==> config.mk <==
export PLATFORM = sky130hd
export DESIGN_NAME = display_scan_ctrl_flat
export DESIGN_NICKNAME = d
export VERILOG_FILES = /design/src/rtl/display_scan_if.sv /design/src/rtl/display_scan_ctrl.sv /design/src/flat_wrapper.sv
export SDC_FILE = /design/constraint.sdc
export NUM_CORES = 1
export LEC_CHECK = 0
export BUFFER_PORTS_ARGS = -buffer_cell sky130_fd_sc_hd__buf_2
export CORE_MARGIN = 1
export CORE_UTILIZATION = 55
export CTS_BUF_LIST = sky130_fd_sc_hd__clkbuf_4
export CTS_CLUSTER_DIAMETER = 150
export DETAILED_ROUTE_END_ITERATION = 8
export GPL_ROUTABILITY_DRIVEN = 0
export PLACE_DENSITY = 0.79
export SLEW_MARGIN = 20
export SYNTH_ARGS = -nofsm -noshare
export SYNTH_HDL_FRONTEND = slang
export SYNTH_SLANG_ARGS = --single-unit
export TNS_END_PERCENT = 100
==> constraint.sdc <==
create_clock -name clk -period 4.85 [get_ports clk]
set_input_delay 0.97 -clock clk [delete_from_list [all_inputs] [get_ports clk]]
set_output_delay 0.97 -clock clk [all_outputs]
set_load 0.02 [all_outputs]
==> src/rtl/display_scan_if.sv <==
// Control/data bundle between the converter datapath and the display scan controller.
// master drives the value and strobes; slave drives the board-facing outputs.
interface display_scan_if;
  logic        enable;
  logic        load;
  logic [15:0] valor;
  logic        lz_suppress;
  logic [3:0]  anodo;
  logic [6:0]  seg;
  logic [1:0]  digit_sel;
  logic        frame_tick;
  logic        pend;

  modport master (
    output enable, load, valor, lz_suppress,
    input  anodo, seg, digit_sel, frame_tick, pend
  );

  modport slave (
    input  enable, load, valor, lz_suppress,
    output anodo, seg, digit_sel, frame_tick, pend
  );
endinterface

==> src/rtl/display_scan_ctrl.sv <==
// Four-digit common-anode 7-segment scan scheduler with per-slot blanking guard and
// frame-synchronous value update so a frame never mixes old and new digits.
module display_scan_ctrl #(
  parameter int unsigned REFRESH_DIV  = 50000,
  parameter int unsigned BLANK_CYCLES = 500
) (
  input logic          clk,
  input logic          rst_n,
  display_scan_if.slave bus
);

  localparam int unsigned CntW = (REFRESH_DIV > 1) ? $clog2(REFRESH_DIV) : 1;
  localparam logic [CntW-1:0] SlotLast  = CntW'(REFRESH_DIV - 1);
  localparam logic [CntW-1:0] BlankLast = CntW'(BLANK_CYCLES - 1);

  typedef enum logic [1:0] {StIdle, StBlank, StOn} state_e;

  function automatic logic [6:0] decode(input logic [3:0] nib);
    logic [6:0] s;
    unique case (nib)
      4'h0: s = 7'h40;
      4'h1: s = 7'h79;
      4'h2: s = 7'h24;
      4'h3: s = 7'h30;
      4'h4: s = 7'h19;
      4'h5: s = 7'h12;
      4'h6: s = 7'h02;
      4'h7: s = 7'h78;
      4'h8: s = 7'h00;
      4'h9: s = 7'h10;
      4'hA: s = 7'h08;
      4'hB: s = 7'h03;
      4'hC: s = 7'h46;
      4'hD: s = 7'h21;
      4'hE: s = 7'h06;
      4'hF: s = 7'h0E;
    endcase
    return s;
  endfunction

  state_e          state_q, state_d;
  logic [CntW-1:0] cnt_q, cnt_d;
  logic [1:0]      digit_q, digit_d;
  logic [15:0]     shown_q, shown_d;
  logic [15:0]     pending_q, pending_d;
  logic            pend_q, pend_d;
  logic [3:0]      anodo_q, anodo_d;
  logic [6:0]      seg_q, seg_d;
  logic [1:0]      digit_sel_q;
  logic            frame_tick_q;
  logic            frame_start;
  logic [3:0]      nib;
  logic [3:0]      zero_above;
  logic            suppress;

  always_comb begin
    state_d     = state_q;
    cnt_d       = cnt_q;
    digit_d     = digit_q;
    frame_start = 1'b0;
    if (!bus.enable) begin
      state_d = StIdle;
      cnt_d   = '0;
      digit_d = '0;
    end else begin
      unique case (state_q)
        StIdle: begin
          state_d     = StBlank;
          cnt_d       = '0;
          digit_d     = '0;
          frame_start = 1'b1;
        end
        StBlank: begin
          cnt_d = cnt_q + CntW'(1);
          if (cnt_q == BlankLast) state_d = StOn;
        end
        StOn: begin
          if (cnt_q == SlotLast) begin
            state_d     = StBlank;
            cnt_d       = '0;
            digit_d     = digit_q + 2'd1;
            frame_start = (digit_q == 2'd3);
          end else begin
            cnt_d = cnt_q + CntW'(1);
          end
        end
        default: state_d = StIdle;
      endcase
    end
  end

  // A load on the frame-start edge bypasses the pending register so the newest value wins.
  always_comb begin
    pending_d = pending_q;
    pend_d    = pend_q;
    shown_d   = shown_q;
    if (bus.load) begin
      pending_d = bus.valor;
      pend_d    = 1'b1;
    end
    if (frame_start) begin
      if (bus.load) begin
        shown_d = bus.valor;
      end else if (pend_q) begin
        shown_d = pending_q;
      end
      pend_d = 1'b0;
    end
  end

  // zero_above[d]: nibble d and every higher nibble are zero; digit 0 is never blanked.
  always_comb begin
    zero_above[3] = (shown_d[15:12] == 4'h0);
    zero_above[2] = zero_above[3] && (shown_d[11:8] == 4'h0);
    zero_above[1] = zero_above[2] && (shown_d[7:4] == 4'h0);
    zero_above[0] = 1'b0;
    nib           = shown_d[{digit_d, 2'b00} +: 4];
    suppress      = bus.lz_suppress && zero_above[digit_d];
    anodo_d       = 4'hF;
    seg_d         = 7'h7F;
    if (state_d == StOn) begin
      anodo_d = ~(4'b0001 << digit_d);
      if (!suppress) seg_d = decode(nib);
    end
  end

  always_ff @(posedge clk) begin
    if (!rst_n) begin
      state_q      <= StIdle;
      cnt_q        <= '0;
      digit_q      <= '0;
      shown_q      <= '0;
      pending_q    <= '0;
      pend_q       <= 1'b0;
      anodo_q      <= 4'hF;
      seg_q        <= 7'h7F;
      digit_sel_q  <= '0;
      frame_tick_q <= 1'b0;
    end else begin
      state_q      <= state_d;
      cnt_q        <= cnt_d;
      digit_q      <= digit_d;
      shown_q      <= shown_d;
      pending_q    <= pending_d;
      pend_q       <= pend_d;
      anodo_q      <= anodo_d;
      seg_q        <= seg_d;
      digit_sel_q  <= digit_d;
      frame_tick_q <= frame_start;
    end
  end

  assign bus.anodo      = anodo_q;
  assign bus.seg        = seg_q;
  assign bus.digit_sel  = digit_sel_q;
  assign bus.frame_tick = frame_tick_q;
  assign bus.pend       = pend_q;

endmodule

==> src/flat_wrapper.sv <==
// flat-port wrapper written by rule: the top's interface ports become plain ports
module display_scan_ctrl_flat 
#(
  parameter int unsigned REFRESH_DIV  = 50000,
  parameter int unsigned BLANK_CYCLES = 500
)
  (clk, rst_n, bus_enable, bus_load, bus_valor, bus_lz_suppress, bus_anodo, bus_seg, bus_digit_sel, bus_frame_tick, bus_pend);
  display_scan_if bus_i ();
  input logic clk;
  input logic rst_n;
  input wire logic [$bits(bus_i.enable)-1:0] bus_enable;
  input wire logic [$bits(bus_i.load)-1:0] bus_load;
  input wire logic [$bits(bus_i.valor)-1:0] bus_valor;
  input wire logic [$bits(bus_i.lz_suppress)-1:0] bus_lz_suppress;
  output wire logic [$bits(bus_i.anodo)-1:0] bus_anodo;
  output wire logic [$bits(bus_i.seg)-1:0] bus_seg;
  output wire logic [$bits(bus_i.digit_sel)-1:0] bus_digit_sel;
  output wire logic [$bits(bus_i.frame_tick)-1:0] bus_frame_tick;
  output wire logic [$bits(bus_i.pend)-1:0] bus_pend;
  assign bus_i.enable = bus_enable;
  assign bus_i.load = bus_load;
  assign bus_i.valor = bus_valor;
  assign bus_i.lz_suppress = bus_lz_suppress;
  assign bus_anodo = bus_i.anodo;
  assign bus_seg = bus_i.seg;
  assign bus_digit_sel = bus_i.digit_sel;
  assign bus_frame_tick = bus_i.frame_tick;
  assign bus_pend = bus_i.pend;
  display_scan_ctrl #(.REFRESH_DIV(REFRESH_DIV), .BLANK_CYCLES(BLANK_CYCLES)) u_core (.clk(clk), .rst_n(rst_n), .bus(bus_i));
endmodule
==> impl_metrics.py <==
metrics = {
    "placement": {
        "numPlacedInstances": 462,
        "place_hpwl_um": 5040,
        "port_buffers": 35,
    },
    "global_routing": {
        "overflow": 0,
        "grt_max_degree": 28,
        "antenna_found_initial": 0,
        "grt_pass1_vias": 2531,
        "grt_use_total": 0.244,
        "grt_pass1_wl_um": 11600,
    },
    "yosys": {
        "syn_inst": 368,
        "synth_ff_type": "dfxtp_1",
        "synth.most_common_cell": "dfxtp_1",
        "synth.distinct_cells": 54,
        "syn-num-nets": 401,
        "ys_ff_latch": 65,
        "avgSynthCellArea_um2": 8.70,
        "synth_commonest_cells": "dfxtp_1, nand2_1, nor2_1",
        "ys_seq_area_frac": 0.406,
        "synth-edff-count": 0,
        "synth_top_area_frac": 0.406,
        "syn-cell-area_mm2": 0.00320,
        "yosysTopAreaCell": "dfxtp_1",
        "synthTopCellsByArea": "dfxtp_1, mux2i_1, nand2_1",
        "yosys_warnings": 0,
        "synthArstFlopShare": 0,
    },
    "die": {
        "die_area_mm2": 0.00613,
        "fp-row-count": 27,
        "start_util": 0.574,
        "pin_count": 36,
        "core_mm2": 0.00557,
        "die_y_um": 78.3,
        "die_width_um": 78.3,
    },
    "timing": {
        "tightestPinTransition_ps": 814,
        "min_period_ps": 3610,
        "fin_crit_sh": 0.744,
        "finalHoldViolCount": 0,
        "rsz0062_at_grt": "false",
        "slew_viol_final": 0,
        "fmax_mhz": 277,
        "clock_skew_ps": 13.1,
        "setup_tns_ps": 0,
        "maxSlewHeadroom": 0.457,
        "setup_viol": 0,
    },
    "job": {
        "cap_violations": 0,
    },
    "cells_and_area": {
        "fillCellCount": 512,
        "drive_gt1_frac": 0.165,
        "n_antenna_cell": 0,
        "syn2layout_area_growth_pct": 9.73,
        "fin_util": 0.630,
        "final_cells": 477,
        "num-nets-final": 434,
    },
    "route": {
        "antenna_left": 0,
        "routed_via_density": 5.71,
        "dr.pass1.iters": 6,
        "vias": 2722,
        "post_drt_wl_per_cell_um": 14.4,
        "drt_wl_total_um": 6860,
        "drtIter0Drc": 146,
        "drc": 0,
    },
    "worst_setup_path": {
        "rrSetupSlack_ps": 1240,
        "worstPathArrival_ps": 3900,
        "worstPathRequired_ps": 5140,
        "start_kind": "register",
        "crit_path_end_kind": "register",
        "crit_type": "register to register",
        "crit_fanout": 18,
    },
    "clocking": {
        "hold_buffers": 0,
        "insertion_delay_ps": 410,
        "post_cts_buffers": 0,
        "cts_buffers": 9,
        "post_cts_resized": 0,
        "tritoncts": "done",
        "htree_levels": 3,
        "clk_pin_slew_worst_paths_ps": 100,
        "clockBufferDepth": 2,
        "clock-sinks": 65,
        "cts-root-buf": "clkbuf_4",
    },
    "outcome": {
        "status": "complete, no violations",
    },
    "power": {
        "power_density_mw_per_mm2": 296,
        "p_leak_nw": 1.42,
        "vdd_ir_drop_max_mv": 0.189,
    },
    "min_path": {
        "hold_class": "register to register",
    },
}
power breakdown:
part | internal (mW) | switching (mW) | leakage [nW] | total, mW
clock | 0.164 | 0.187 | 0.0765 | 0.350
combinational | 0.0491 | 0.0777 | 0.816 | 0.127
sequential | 0.551 | 0.0103 | 0.530 | 0.561
critical path: stages, from the launching register on:
cell and delay [ps]:
dfxtp_1 410, ha_1 250, nor4b_2 300, and4_4 320, a22o_1 530, nand2_1 160, o22ai_1 160, a21o_1 160
nor2_1 40, a211o_1 360, ha_1 270, or3_1 370, o221ai_1 80, nand2_1 70
layer usage:
metal  share of wire  global-route usage
met5               0                   0
met4           0.026               0.117
met3           0.045              0.0733
met2            0.49               0.411
met1            0.44               0.282
logic make-up after synthesis:
group | after synthesis | synth area share
AO/OA/AOI/OAI | 60 | 0.146
multiplexers | 23 | 0.0735
adder cells (fa/ha/maj) | 12 | 0.0469
AND/OR/NAND/NOR | 165 | 0.248
buffers and inverters | 31 | 0.0465
flip-flops | 65 | 0.406
XOR/XNOR | 12 | 0.0328
final cells by class:
| class | count | area (um^2) | area share |
|---|---|---|---|
| clock buffer | 11 | 82.6 | 0.0235 |
| clock inverter | 4 | 45.0 | 0.0128 |
| inverter | 18 | 67.6 | 0.0192 |
| multi-input combinational | 272 | 1750 | 0.499 |
| sequential | 65 | 1300 | 0.370 |
| tap | 72 | 90.1 | 0.0256 |
| timing repair buffer | 35 | 175 | 0.0499 |
cell usage in the layout, fill, tap and decap left out, types with 3 or more instances in the layout:
| cell type | instances |
|---|---|
| inv_1 | 18 |
| nor2_1 | 49 |
| buf_2 | 35 |
| nor4_1 | 5 |
| o22ai_1 | 7 |
| mux2i_1 | 19 |
| o211ai_1 | 5 |
| dfxtp_1 | 65 |
| nand3_1 | 15 |
| ha_1 | 12 |
| or3_1 | 4 |
| nor2b_1 | 5 |
| mux2_2 | 4 |
| nand4_1 | 4 |
| o21ai_0 | 10 |
| clkinv_2 | 3 |
| xnor2_1 | 7 |
| a32oi_1 | 7 |
| nand2_1 | 49 |
| clkbuf_4 | 11 |
| xor2_1 | 5 |
| a21oi_1 | 6 |
| nor3_1 | 6 |
| nand2b_1 | 3 |
| and2_1 | 12 |
| o221ai_1 | 4 |
worst paths after layout:
kind / end / depth (start not counted) / from
setup reg to reg: u_core.bus.seg[0]$_SDFF_PP1_ / 13 / u_core.cnt_q[0]$_SDFFE_PN0P_
hold reg to reg: u_core.pending_q[12]$_SDFFE_PN0P_ / 2 / u_core.pending_q[12]$_SDFFE_PN0P_
hold / removal: u_core.pending_q[12]$_SDFFE_PN0P_ / 2 / u_core.pending_q[12]$_SDFFE_PN0P_
setup / recovery: u_core.bus.seg[0]$_SDFF_PP1_ / 13 / u_core.cnt_q[0]$_SDFFE_PN0P_
state kept, by name (all words and copies together) (netlist names), 2 cells and up:
name              flops
u_core.cnt_q         16
u_core.state_q        2
u_core.digit_q        2
u_core.bus.seg        7
u_core.pending_q     16
u_core.bus.anodo      4
u_core.shown_q       16
per-stage QoR:
stage	instance area, um^2	hold slack (ps)	total power, mW	setup slack (ps)
global route	3510	497	1.09	1020
floorplan	3200	446	0.670	1500
detailed placement	3390	464	0.699	1130
CTS	3510	478	1.05	1310
global placement	3390	455	0.694	1220
finish	3510	481	1.04	1240
(Power assumes the default switching activity.)
